$ cat src/rtl/pipe_skid_reg_if.sv
// Handshake bundle for one elastic pipeline stage: upstream valid/ready/data,
// downstream valid/ready/data, the flush control and the stall counter readout.
interface pipe_skid_reg_if #(
    parameter int WIDTH = 174,
    parameter int CNT_W = 16
);
    logic               in_valid;
    logic [0:WIDTH-1]   in_data;
    logic               in_ready;
    logic               out_valid;
    logic [0:WIDTH-1]   out_data;
    logic               out_ready;
    logic               flush;
    logic [CNT_W-1:0]   stall_cnt;

    // master: the surrounding pipeline (producer, consumer, flush control)
    modport master (
        output in_valid, in_data, out_ready, flush,
        input  in_ready, out_valid, out_data, stall_cnt
    );

    // slave: the stage register itself
    modport slave (
        input  in_valid, in_data, out_ready, flush,
        output in_ready, out_valid, out_data, stall_cnt
    );
endinterface

$ cat src/rtl/pipe_skid_reg.sv
// Elastic pipeline stage: main register plus one skid entry, so back-pressure
// never reaches in_ready combinationally. Flush inserts a bubble; stall_cnt counts stalls.
module pipe_skid_reg #(
    parameter int WIDTH          = 174,
    parameter bit CLEAR_ON_FLUSH = 1'b1,
    parameter int CNT_W          = 16
) (
    input  logic            clk,
    input  logic            reset,
    pipe_skid_reg_if.slave  bus
);
    localparam logic [CNT_W-1:0] CNT_MAX = '1;

    logic               r_main_v;
    logic               r_skid_v;
    logic [0:WIDTH-1]   r_main_d;
    logic [0:WIDTH-1]   r_skid_d;
    logic [CNT_W-1:0]   r_stall_cnt;

    logic               w_accept;
    logic               w_take;
    logic               w_stall;
    logic               w_illegal;

    assign w_accept  = bus.in_valid & ~r_skid_v;
    assign w_take    = r_main_v & bus.out_ready;
    assign w_stall   = r_main_v & ~bus.out_ready;
    // A skid entry without a main entry can only come from an upset; recover like reset.
    assign w_illegal = ~r_main_v & r_skid_v;

    always_ff @(posedge clk) begin
        if (reset || w_illegal) begin
            r_main_v    <= 1'b0;
            r_skid_v    <= 1'b0;
            r_main_d    <= '0;
            r_skid_d    <= '0;
            r_stall_cnt <= '0;
        end else begin
            if (w_stall && (r_stall_cnt != CNT_MAX))
                r_stall_cnt <= r_stall_cnt + 1'b1;

            if (bus.flush) begin
                // A take in this cycle has already completed downstream; only held state dies.
                r_main_v <= 1'b0;
                r_skid_v <= 1'b0;
                if (CLEAR_ON_FLUSH) begin
                    r_main_d <= '0;
                    r_skid_d <= '0;
                end
            end else begin
                case ({r_main_v, r_skid_v})
                    2'b00: begin
                        if (w_accept) begin
                            r_main_d <= bus.in_data;
                            r_main_v <= 1'b1;
                        end
                    end
                    2'b10: begin
                        if (w_accept && w_take) begin
                            r_main_d <= bus.in_data;
                        end else if (w_accept) begin
                            r_skid_d <= bus.in_data;
                            r_skid_v <= 1'b1;
                        end else if (w_take) begin
                            r_main_v <= 1'b0;
                        end
                    end
                    2'b11: begin
                        if (w_take) begin
                            r_main_d <= r_skid_d;
                            r_skid_v <= 1'b0;
                        end
                    end
                    default: begin
                        r_main_v <= 1'b0;
                        r_skid_v <= 1'b0;
                    end
                endcase
            end
        end
    end

    assign bus.in_ready  = ~r_skid_v;
    assign bus.out_valid = r_main_v;
    assign bus.out_data  = r_main_d;
    assign bus.stall_cnt = r_stall_cnt;
endmodule

$ cat src/flat_wrapper.sv
// flat-port wrapper written by rule: the top's interface ports become plain ports
module pipe_skid_reg_flat 
#(
    parameter int WIDTH          = 174,
    parameter bit CLEAR_ON_FLUSH = 1'b1,
    parameter int CNT_W          = 16
)
  (clk, reset, bus_in_valid, bus_in_data, bus_out_ready, bus_flush, bus_in_ready, bus_out_valid, bus_out_data, bus_stall_cnt);
  pipe_skid_reg_if #(.WIDTH(WIDTH), .CNT_W(CNT_W)) bus_i ();
  input  logic clk;
  input  logic reset;
  input wire logic [$bits(bus_i.in_valid)-1:0] bus_in_valid;
  input wire logic [$bits(bus_i.in_data)-1:0] bus_in_data;
  input wire logic [$bits(bus_i.out_ready)-1:0] bus_out_ready;
  input wire logic [$bits(bus_i.flush)-1:0] bus_flush;
  output wire logic [$bits(bus_i.in_ready)-1:0] bus_in_ready;
  output wire logic [$bits(bus_i.out_valid)-1:0] bus_out_valid;
  output wire logic [$bits(bus_i.out_data)-1:0] bus_out_data;
  output wire logic [$bits(bus_i.stall_cnt)-1:0] bus_stall_cnt;
  assign bus_i.in_valid = bus_in_valid;
  assign bus_i.in_data = bus_in_data;
  assign bus_i.out_ready = bus_out_ready;
  assign bus_i.flush = bus_flush;
  assign bus_in_ready = bus_i.in_ready;
  assign bus_out_valid = bus_i.out_valid;
  assign bus_out_data = bus_i.out_data;
  assign bus_stall_cnt = bus_i.stall_cnt;
  pipe_skid_reg #(.WIDTH(WIDTH), .CLEAR_ON_FLUSH(CLEAR_ON_FLUSH), .CNT_W(CNT_W)) u_core (.clk(clk), .reset(reset), .bus(bus_i));
endmodule
$ cat config.mk
export PLATFORM = sky130hd
export DESIGN_NAME = pipe_skid_reg_flat
export DESIGN_NICKNAME = d
export VERILOG_FILES = /design/src/rtl/pipe_skid_reg_if.sv /design/src/rtl/pipe_skid_reg.sv /design/src/flat_wrapper.sv
export SDC_FILE = /design/constraint.sdc
export NUM_CORES = 1
export LEC_CHECK = 0
export ABC_AREA = 1
export CAP_MARGIN = 25
export CORE_UTILIZATION = 35
export DETAILED_ROUTE_END_ITERATION = 12
export DONT_BUFFER_PORTS = 1
export MAX_ROUTING_LAYER = met4
export SYNTH_ARGS = -nofsm -noshare
export SYNTH_HDL_FRONTEND = slang
export SYNTH_SLANG_ARGS = --single-unit
$ cat constraint.sdc
create_clock -name clk -period 1.7 [get_ports clk]
set_input_delay 0 -clock clk [delete_from_list [all_inputs] [get_ports clk]]
set_output_delay 0 -clock clk [all_outputs]
set_load 0.03 [all_outputs]
Word-level counts from Yosys, hierarchy flattened. Index checks and enable logic that the tools add are counted.

Reduce and logical (&&, ||, !) cells: 10. $add $sub $neg: 1. Bitwise logic cells: 10. Muxes and demuxes: 11. Equality and inequality tests: 10.

Operator list (count): $mux 174 (3); $pmux 174 s3 (1); $add 16x1->16 const B (1); $ne 16x16->1 const B (1); $ne 2x1->1 const B (5); $reduce_and 4->1 (2); $not 1->1 (6); $pmux 1 s3 (2); $mux 1 (5); $reduce_and 5->1 (1); $and 1x1->1 (4); $eq 2x2->1 const B (2); $ne 2x2->1 const B (2); $reduce_and 3->1 (1); $reduce_bool 3->1 (1); $logic_and 1x1->1 (2); $logic_not 2->1 (1); $reduce_or 2->1 (1); $logic_or 1x1->1 (1).

Output and inout bits: 192. Bits in registers: 366.

Logic depth before layout (Yosys ltp). Gate-level depths: netlist of run 1.

Word-level depth: 5. Gate-level depth with buffers: 9. Depth with buffers taken out: 9.

Worst setup path after synthesis of run 1. No wires, ideal clock.

Path kind: reg-to-reg. From: reg u_core.r_main_v (netlist: u_core.bus.out_valid). To: reg u_core.r_skid_d[117] (netlist name). Library setup time: 0.086 ns. Data arrival time: 1.652 ns. Cell stages (with the launch flop): 7. Buffers on the path: 2. Required time: 1.614 ns. Path slack: -0.038 ns. Path through: dfxtp_1 > nand2_1 > nor2_1 > clkinv_1 > clkbuf_1 > buf_1 > a211oi_1.

Cells in the longest elaborated chain, start to end: 4. Elaborated cells between the ends (all ways): 9.

Ends and longest elaborated chain: from (decl) (RTL line pipe_skid_reg.sv:14) `logic r_main_v;`; from (signal assigned) (RTL line pipe_skid_reg.sv:33) `r_main_v <= 1'b0;`; from (signal assigned) (RTL line pipe_skid_reg.sv:44) `r_main_v <= 1'b0;`; from (signal assigned) (RTL line pipe_skid_reg.sv:55) `r_main_v <= 1'b1;`; $and 1x1->1 / $not 1->1 (equally long branches) (RTL line pipe_skid_reg.sv:26, pipe_skid_reg.sv:29); $logic_and 1x1->1 / $and 1x1->1 (equally long branches) (RTL line pipe_skid_reg.sv:59, pipe_skid_reg.sv:29); $not 1->1 (no source line) / $logic_or 1x1->1 (equally long branches); $reduce_and 3->1 (no source line) / $reduce_or 2->1 (equally long branches); to (signal assigned) (RTL line pipe_skid_reg.sv:62) `r_skid_d <= bus.in_data;`; to (decl) (RTL line pipe_skid_reg.sv:17) `logic [0:WIDTH-1] r_skid_d;`.

Several ways; a longest one is shown, not always the timed one. A chain may end at the register's enable or synchronous reset.

Worst setup path after layout of run 1.
From: reg u_core.r_main_v (netlist: u_core.bus.out_valid). To: reg u_core.r_skid_d[75] (netlist name).

The elaborated chain is that of the path after synthesis.

==> results_dict.tcl, run 1 <==
set metrics [dict create \
    yosysWarnings 0 \
    fillers 4080 \
    reg2regPathDepth 6 \
    use_met1_pct 22.9 \
    die_y_um 208 \
    vdd_ir_drop_max_mv 0.796 \
    cp_max_fo 88 \
    place.detailed.hpwl_um 27400 \
    clock-sinks 366 \
    overflow 0 \
    rr_endpoint "u_core.r_skid_d[75]$_SDFFE_PP0P_" \
    drc 0 \
    ys_seq_elements 366 \
    cap_violations 0 \
    grt_max_degree 92 \
    grt_pass1_vias 12700 \
    clock.fmax_ghz 0.592 \
    synth_cell_type_count 25 \
    worst_slew_pin_slew_ns 0.428 \
    placed_cells 2366 \
    reg2reg_slack_ns 0.01 \
    grt_use_met2_pct 30.6 \
    place_ws_ns 0.0527 \
    slew_headroom_pct 71.4 \
    wl_per_cell_um 15.8 \
    dr.pass1.iters 5 \
    initial_utilization_pct 35.5 \
    crit_chain "inv_2 -> a21oi_2 -> inv_2 -> or2_4 -> buf_12 -> a211oi_1" \
    cts_root_buf "clkbuf_16" \
    num_io_pins 371 \
    area_delta_synth_final_pct 28.7 \
    syn_nets 2070 \
    critPathTopFamily "compound AO/OA/AOI/OAI gates" \
    critPathRequiredTime_ns 2.13 \
    fin_ws_ns 0.0116 \
    critPathBufInv 3 \
    cp_slowest_cell "dfxtp_2" \
    drt_iter0_markers 781 \
    avgViaCountPerCell 5.12 \
    io_buffers 0 \
    antenna_left 0 \
    met3_usage_pct 4.44 \
    core_area_sq_um 41900 \
    antenna_found_initial 2 \
    p_leak_nw 6.70 \
    hold_path_startpoint "bus_in_data[50]" \
    drive_gt1_share_pct 9.52 \
    cts_tree "built" \
    p_total_w 0.0198 \
    std_cell_rows 75 \
    slew_viol_final 0 \
    dieWidth_um 208 \
    synth_cells 1890 \
    h-tree-depth 2 \
    ys_seq_area_share_pct 49.4 \
    drt_wl_total_um 41500 \
    cts_inserted_buffers 41 \
    clk_pin_slew_worst_paths_ns 0.06 \
    r2r-start "u_core.bus.out_valid$_SDFFE_PP0P_" \
    layout.nets 2232 \
    holdPathStages 3 \
    cpPeakStageDelay_ns 0.38 \
    grt_pass1_wl_um 66000 \
    setup_viol 0 \
    cp_data_arrival_time_ns 2.12 \
    path_class "reg -> reg" \
    min_path_type "in -> reg" \
    min_period_over_period_pct 99.3 \
    finalCriticalPeriod_ns 1.69 \
    final_area_sq_um 19100 \
    syn_area_sq_um 14800 \
    vias 13400 \
    end_kind "flop" \
    path_common_cell "inv_2" \
    busiest_layer "met2" \
    layout.cells.non_filler 2621 \
    finalHoldViolCount 0 \
    die_area_sq_um 43200 \
    place_area_sq_um 15800 \
    clock_path_buffers 3 \
    power_density_nw_per_um2 1040 \
    syn_area_per_cell_sq_um 7.85 \
    run_status "complete, no violations" \
    finalClockSkew_ns 0.0173 \
    cp-start-kind "flop" \
    place.gp.congestion 0.845 \
    rsz0062_at_grt "yes" \
    clk_latency_ns 0.55 \
    hold_end "u_core.r_skid_d[123]$_SDFFE_PP0P_" \
    grt_usage_pct 19.0 \
]
metal layers:
| layer | vias to the layer above | part of all wire [%] |
|---|---|---|
| met5 | - | 0 |
| met4 | 0 | 2.8 |
| met3 | 80 | 6.3 |
| met2 | 362 | 48 |
| met1 | 6312 | 43 |
| li1 | 6659 | - |
per-stage QoR:
step | hold WS, ns | TNS (ns) | utilization (%)
after floorplan | 0.167 | 0 | -
after global placement | 0.183 | 0 | 37.8
after detailed placement | 0.191 | 0 | 37.8
after CTS | 0.175 | 0 | 45.3
after global routing | 0.202 | -2.08 | 45.7
final | 0.215 | 0 | 45.7
flip-flops by register name, summed over array words and instances, names as in the netlist:
register / cells
u_core.bus.out_valid: 1
u_core.bus.stall_cnt: 16
u_core.r_skid_d: 174
u_core.bus.out_data: 174
u_core.r_skid_v: 1
report_power, final:
group	internal, W	switching [W]
clock network	0.00542	0.00353
logic	0.000685	0.000837
registers	0.00881	0.000531
total	0.0149	0.00490
kinds of logic (layout without fill, tap and decap cells):
group | count (synthesis) | count (layout) | synth area share, %
compound gates | 365 | 365 | 18.9
xor+xnor | 3 | 3 | 0.177
fa+ha+maj | 1 | 1 | 0.0843
buf+inv | 347 | 537 | 9.33
flops | 366 | 366 | 49.4
other cells | 0 | 2 | 0
simple gates | 808 | 808 | 22.2
layout make-up:
class | instances | area [sq um] | share of cell area [%]
diodes | 2 | 5.00 | 0.0262
clock buffers | 61 | 1220 | 6.40
clock inverters | 10 | 131 | 0.687
inverters | 192 | 754 | 3.95
multi-input cells | 1177 | 6210 | 32.5
flip-flops and latches | 366 | 7330 | 38.4
well taps | 539 | 674 | 3.53
repair buffers | 273 | 2780 | 14.5
repair inverters | 1 | 8.76 | 0.0458
worst reg2reg max path, stage by stage (launching register included):
cell,delay [ns]
dfxtp_2,0.38
inv_2,0.05
a21oi_2,0.16
inv_2,0.05
or2_4,0.35
buf_12,0.26
a211oi_1,0.33
cells in the final DEF, fill, tap and decap left out, types with 14 or more instances in the layout:
cell type and n:
dlygate4sd3_1 178, nand2_1 45, nand3_1 14, inv_1 188, dfxtp_1 364, nor3_1 178, a211oi_1 319, clkbuf_16 44
nor2_1 560, buf_12 16, buf_4 74, a211oi_2 29
what timing repair did:
action / in CTS / in global routing
hold buffers: 178 / 0
setup endpoints to repair: 0 / 192
endpoints found under the hold margin: 366 / 0
setup buffers: 0 / 2
gates resized for setup: 0 / 19
Yosys cell counts:
master    instances  area share (%)
nor2_1          561              14
dfxtp_1         366              49
a211oi_1        328              17
inv_1           189             4.8
nor3_1          178             6.0
clkbuf_1         91             2.3
buf_2            54             1.8
nand2_1          48             1.2
a211oi_2         20             1.7
nand3_1          14            0.47
a21oi_1          12            0.40
buf_1             7            0.18
nand4_1           4            0.17
o21ai_0           3            0.10
xor2_1            3            0.18
buf_4             2            0.10
inv_2             2           0.051
a21oi_2           1           0.059
a31oi_1           1           0.042
and2_1            1           0.042
buf_6             1           0.076
clkinv_1          1           0.025
ha_1              1           0.084
nand3b_1          1           0.051
or2_1             1           0.042
worst max path at each step:
stage,cells past startpoint,from,slack [ns],endpoint
2_1_floorplan,7,u_core.bus.stall_cnt[1]$_SDFFE_PP0P_,0.01,u_core.bus.stall_cnt[15]$_SDFFE_PP0P_
3_5_place_dp,6,u_core.bus.out_valid$_SDFFE_PP0P_,0.05,u_core.bus.out_data[33]$_SDFFE_PP0P_
4_1_cts,6,u_core.r_skid_v$_SDFFE_PP0P_,0.04,u_core.r_skid_d[70]$_SDFFE_PP0P_
5_1_grt,6,u_core.bus.out_valid$_SDFFE_PP0P_,-0.07,u_core.bus.out_data[172]$_SDFFE_PP0P_
6_report,6,u_core.bus.out_valid$_SDFFE_PP0P_,0.01,u_core.r_skid_d[75]$_SDFFE_PP0P_
3_3_place_gp,6,u_core.r_skid_v$_SDFFE_PP0P_,0.08,u_core.bus.out_data[108]$_SDFFE_PP0P_
(Power assumes the default switching activity.)
==> run 2: changes to the inputs <==
--- a/config.mk
+++ b/config.mk
@@ -11,6 +11,7 @@
 export DETAILED_ROUTE_END_ITERATION = 12
 export DONT_BUFFER_PORTS = 1
 export MAX_ROUTING_LAYER = met4
+export PLACE_DENSITY_LB_ADDON = 0.05
 export SYNTH_ARGS = -nofsm -noshare
 export SYNTH_HDL_FRONTEND = slang
 export SYNTH_SLANG_ARGS = --single-unit
==> results_dict.tcl, run 2 (synthesis gave the netlist of run 1 again) <==
set metrics [dict create \
    overflow 0 \
    min_period_over_period_pct 95.4 \
    cap_violations 0 \
    fillers 4174 \
    use_met1_pct 25.6 \
    slew_viol_final 0 \
    drt_iter0_markers 678 \
    antenna_found_initial 5 \
    min_path_type "in -> reg" \
    clock.fmax_ghz 0.617 \
    endpoint "u_core.bus.out_data[18]$_SDFFE_PP0P_" \
    antenna_left 0 \
    reg2reg_slack_ns 0.08 \
    die_area_sq_um 43200 \
    num_io_pins 371 \
    h-tree-depth 2 \
    cts_root_buf "clkbuf_16" \
    grt_pass1_vias 12600 \
    place.gp.congestion 0.788 \
    std_cell_rows 75 \
    tns_ns 0 \
    cpPeakStageDelay_ns 0.35 \
    met3_usage_pct 5.66 \
    drive_gt1_share_pct 9.37 \
    final_cell_mix "559 x nor2_1, 364 x dfxtp_1, 323 x a211oi_1" \
    finalClockSkew_ns 0.0133 \
    core_area_sq_um 41900 \
    grt_use_met2_pct 32.1 \
    cp_slowest_cell "dfxtp_2" \
    critPathTopFamily "buffers and inverters" \
    r2r-start "u_core.r_skid_v$_SDFFE_PP0P_" \
    clk_latency_ns 0.57 \
    clock_path_buffers 3 \
    clock-sinks 366 \
    initial_utilization_pct 35.5 \
    drt_wl_total_um 43400 \
    path_depth 8 \
    reg2regPathDepth 8 \
    crit_chain "inv_1 -> nand2_2 -> nand2_1 -> nand2_4 -> buf_12 -> clkbuf_16 -> a211oi_1 -> nor3_1" \
    critPathLaunch "u_core.r_skid_v$_SDFFE_PP0P_" \
    die_y_um 208 \
    multi_input_area_sq_um 6190 \
    cp_max_fo 15 \
    dr.pass1.iters 4 \
    finalHoldViolCount 0 \
    cts_tree "built" \
    place.detailed.hpwl_um 29400 \
    layout.nets 2230 \
    cp-start-kind "flop" \
    slew_headroom_pct 67.1 \
    p_leak_nw 6.81 \
    cp_data_arrival_time_ns 2.05 \
    regArea_sq_um 7330 \
    area_delta_synth_final_pct 30.2 \
    post-route-util_pct 46.2 \
    avgViaCountPerCell 5.01 \
    vdd_ir_drop_max_mv 0.717 \
    vias 13100 \
    placed_cells 2361 \
    rr_endpoint "u_core.bus.out_data[18]$_SDFFE_PP0P_" \
    grt_pass1_wl_um 69700 \
    layout.cells.non_filler 2625 \
    finalCriticalPeriod_ns 1.62 \
    power_density_nw_per_um2 1040 \
    setup_viol 0 \
    io_buffers 0 \
    wl_per_cell_um 16.5 \
    clk_pin_slew_worst_paths_ns 0.06 \
    final_common_cell "nor2_1" \
    grt_max_degree 99 \
    end_kind "flop" \
    drc 0 \
    fin_hold_ws_ns 0.201 \
    place_area_sq_um 16000 \
    hold_path_startpoint "bus_in_data[79]" \
    grt_usage_pct 20.4 \
    path_class "reg -> reg" \
    dieWidth_um 208 \
    critPathBufInv 3 \
    final_area_sq_um 19300 \
    busiest_layer "met2" \
    worst_slew_pin_slew_ns 0.493 \
    critPathRequiredTime_ns 2.13 \
    cts_inserted_buffers 44 \
    run_status "complete, no violations" \
]
run 2: changes by cell type in the layout (fill, tap and decap cells not counted), moves of 4 or more:
cell      change
buf_4        -27
buf_12       +22
a211oi_1      +4
a211oi_2      -4
run 2: repair_timing:
action	CTS	global route
resized for setup	2	14
gates cloned	0	2
setup endpoints to repair	2	186
hold buffers	178	0
hold endpoints to repair	366	0
setup buffers	0	2
pin swaps	0	1
run 2: layout make-up:
type / count / share of cell area [%]
Clock buffer: 66 / 6.75
Timing Repair inverter: 1 / 0.0453
Multi-Input combinational cell: 1177 / 32.0
Tap cell: 539 / 3.49
Inverter: 192 / 3.90
Sequential cell: 366 / 37.9
Timing Repair Buffer: 268 / 15.3
Antenna cell: 5 / 0.0647
Clock inverter: 11 / 0.473
run 2: how the worst min path moves through the flow:
stage | end | cells after the start | slack [ns]
floorplan | u_core.r_skid_v$_SDFFE_PP0P_ | 2 | 0.17
global placement | u_core.r_skid_v$_SDFFE_PP0P_ | 2 | 0.17
detailed placement | u_core.r_skid_d[145]$_SDFFE_PP0P_ | 2 | 0.19
CTS | u_core.r_skid_d[73]$_SDFFE_PP0P_ | 3 | 0.16
global route | u_core.r_skid_d[102]$_SDFFE_PP0P_ | 3 | 0.19
finish | u_core.r_skid_d[94]$_SDFFE_PP0P_ | 3 | 0.20
run 2: per-stage QoR:
| step | power (W) | worst slack (ns) |
|---|---|---|
| finish | 0.0201 | 0.0780 |
| detailed placement | 0.0107 | -0.0250 |
| global route | 0.0209 | -0.00719 |
| global placement | 0.0107 | -0.0113 |
| floorplan | 0.0102 | 0.0116 |
| CTS | 0.0204 | 0.0137 |
run 2: routing by layer:
layer  part of all wire [%]  up-vias
li1                       -     6666
met1                     45     6157
met2                     46      265
met3                    6.3       58
met4                    1.8        0
met5                      0        -
run 2: power by group:
group	switching, W	internal, W
registers	0.000537	0.00881
logic	0.000847	0.000745
clock network	0.00369	0.00544
total	0.00508	0.0150
run 2: worst register-to-register path, delay by kind of cell, from the launching register on:
| kind | cells | cell delay, ns |
|---|---|---|
| DFF | 1 | 0.35 |
| AOI/OAI and AO/OA | 1 | 0.31 |
| and+or+nand+nor | 4 | 0.40 |
| buffers and inverters | 3 | 0.44 |
==> run 3: changes to the inputs <==
--- a/config.mk
+++ b/config.mk
@@ -10,8 +10,8 @@
 export CORE_UTILIZATION = 35
 export DETAILED_ROUTE_END_ITERATION = 12
 export DONT_BUFFER_PORTS = 1
-export MAX_ROUTING_LAYER = met4
 export PLACE_DENSITY_LB_ADDON = 0.05
+export RECOVER_POWER = 50
 export SYNTH_ARGS = -nofsm -noshare
 export SYNTH_HDL_FRONTEND = slang
 export SYNTH_SLANG_ARGS = --single-unit
==> constraint.sdc (replaced) <==
create_clock -name clk -period 1.7 [get_ports clk]
set_input_delay 0 -clock clk [delete_from_list [all_inputs] [get_ports clk]]
set_output_delay 0 -clock clk [all_outputs]
set_load 0.05 [all_outputs]
==> results_dict.tcl, run 3 (synthesis gave the netlist of run 1 again) <==
set metrics [dict create \
    clock.fmax_ghz 0.626 \
    finalHoldViolCount 0 \
    post-route-util_pct 47.1 \
    slew_headroom_pct 49.8 \
    rsz0062_at_grt "yes" \
    placed_cells 2519 \
    fin_ws_ns 0.103 \
    rr_endpoint "u_core.r_skid_d[121]$_SDFFE_PP0P_" \
    cap_violations 0 \
    std_cell_rows 75 \
    hold_path_startpoint "bus_in_data[19]" \
    place.detailed.hpwl_um 29000 \
    cp-start-kind "flop" \
    setup_viol 0 \
    pwr-share-seq_pct 43.8 \
    path_common_cell "inv_2" \
    cts_tree "built" \
    p_leak_nw 6.87 \
    multi_input_area_sq_um 6200 \
    p_total_w 0.0203 \
    cp_slowest_cell "dfxtp_2" \
    cts_root_buf "clkbuf_16" \
    finalClockSkew_ns 0.0217 \
    area_delta_synth_final_pct 32.8 \
    grt_max_degree 76 \
    critPathRequiredTime_ns 2.17 \
    final_cell_mix "559 x nor2_1, 362 x dfxtp_1, 319 x a211oi_1" \
    io_buffers 0 \
    slew_viol_final 0 \
    antenna_found_initial 3 \
    sw_frac_of_total_pct 26.4 \
    overflow 0 \
    drt_iter0_markers 777 \
    clk_latency_ns 0.56 \
    holdPathStages 3 \
    drc 0 \
    layout.cells.non_filler 2777 \
    dr.pass1.iters 4 \
    grt_pass1_wl_um 71400 \
    place_ws_ns 0.0293 \
    fin_hold_ws_ns 0.200 \
    reg2regPathDepth 6 \
    switching_power_w 0.00535 \
    end_kind "flop" \
    power_density_nw_per_um2 1030 \
    fillers 4271 \
    cts_inserted_buffers 43 \
    r2r-start "u_core.bus.out_valid$_SDFFE_PP0P_" \
    antenna_left 0 \
    die_y_um 208 \
    crit_chain "inv_2 -> a21oi_2 -> inv_2 -> or2_4 -> buf_12 -> a211oi_1" \
    core_area_sq_um 41900 \
    run_status "complete, no violations" \
    regArea_sq_um 7330 \
    worst_slew_pin_slew_ns 0.753 \
    drt_wl_total_um 45000 \
    min_path_type "in -> reg" \
    power_frac_clock_pct 44.4 \
    share_comb_of_total_power_pct 11.8 \
    h-tree-depth 2 \
    cp_max_fo 75 \
    final_common_cell "nor2_1" \
    clock_path_buffers 3 \
    avgViaCountPerCell 4.93 \
    cp_data_arrival_time_ns 2.07 \
    wl_per_cell_um 16.2 \
    clk_pin_slew_worst_paths_ns 0.06 \
    initial_utilization_pct 35.5 \
    finalCriticalPeriod_ns 1.60 \
    vdd_ir_drop_max_mv 0.787 \
    drive_gt1_share_pct 7.96 \
    die_area_sq_um 43200 \
    layout.nets 2387 \
    grt_usage_pct 20.3 \
    path_class "reg -> reg" \
    cpPeakStageDelay_ns 0.38 \
    min_period_over_period_pct 93.9 \
    num_io_pins 371 \
    vias 13700 \
    reg2reg_slack_ns 0.10 \
    clock-sinks 366 \
    grt_pass1_vias 13000 \
    intPower_w 0.0149 \
    hold_end "u_core.r_skid_d[154]$_SDFFE_PP0P_" \
    dieWidth_um 208 \
    place.gp.congestion 0.779 \
]
## run 3: cell types whose count changed in the layout (fill, tap and decap cells not counted), moves of 3 or more
cell	delta
a211oi_1	-4
a211oi_2	+4
buf_12	-16
buf_16	+5
buf_4	-17
buf_6	-3
clkbuf_1	+178
clkbuf_2	+8
diode_2	-3
inv_6	-4
## run 3: layout make-up
| cell class | count | area share, % |
|---|---|---|
| inverter | 192 | 3.76 |
| clock inverter | 10 | 0.400 |
| sequential | 366 | 37.2 |
| multi-input combinational | 1177 | 31.5 |
| timing repair buffer | 427 | 17.2 |
| clock buffer | 64 | 6.53 |
| antenna | 2 | 0.0254 |
| tap | 539 | 3.42 |
## run 3: worst max-delay path, delay by kind of cell, from the launching register on
| kind | cells | cell delay, ns |
|---|---|---|
| DFF | 1 | 0.38 |
| AOI/OAI and AO/OA | 2 | 0.38 |
| and+or+nand+nor | 1 | 0.35 |
| buffers and inverters | 3 | 0.32 |
## run 3: repair_timing
action,in CTS,in global routing
resized for setup,1,23
hold buffers,178,0
buffers inserted,0,1
gates cloned,0,3
endpoints found under the setup margin,11,148
hold endpoints to repair,366,0
## run 3: metal layers
metal / up-vias / track usage [%] / routed length, um
li1: 6973 / - / -
met1: 6344 / 26.1 / 20200
met2: 289 / 32.6 / 20600
met3: 71 / 5.43 / 2900
met4: 2 / 7.38 / 1260
met5: - / 0.445 / 13
## run 3: how the worst max path moves through the flow
stage                                            from                              endpoint  slack, ns
detailed placement       u_core.r_skid_v$_SDFFE_PP0P_  u_core.bus.out_data[40]$_SDFFE_PP0P_       0.03
finish              u_core.bus.out_valid$_SDFFE_PP0P_     u_core.r_skid_d[121]$_SDFFE_PP0P_       0.10
global route        u_core.bus.out_valid$_SDFFE_PP0P_     u_core.r_skid_d[131]$_SDFFE_PP0P_      -0.02
global placement         u_core.r_skid_v$_SDFFE_PP0P_  u_core.bus.out_data[22]$_SDFFE_PP0P_       0.05
CTS                      u_core.r_skid_v$_SDFFE_PP0P_  u_core.bus.out_data[81]$_SDFFE_PP0P_       0.03
floorplan                u_core.r_skid_v$_SDFFE_PP0P_     u_core.r_skid_d[117]$_SDFFE_PP0P_      -0.04
## run 3: metrics by stage
stage               area (sq um)  TNS (ns)
floorplan                  14900     -6.08
global placement           17100         0
detailed placement         17100         0
CTS                        20200         0
global route               19700    -0.101
finish                     19700         0
## run 3: power by group through the flow
stage | sequential, W | clock, W | combinational (W)
2_1_floorplan | 0.00976 | 0 | 0.000770
5_1_grt | 0.00890 | 0.00958 | 0.00258
3_5_place_dp | 0.00908 | 0 | 0.00209
6_report | 0.00888 | 0.00899 | 0.00239
4_1_cts | 0.00889 | 0.00929 | 0.00252
3_3_place_gp | 0.00907 | 0 | 0.00208
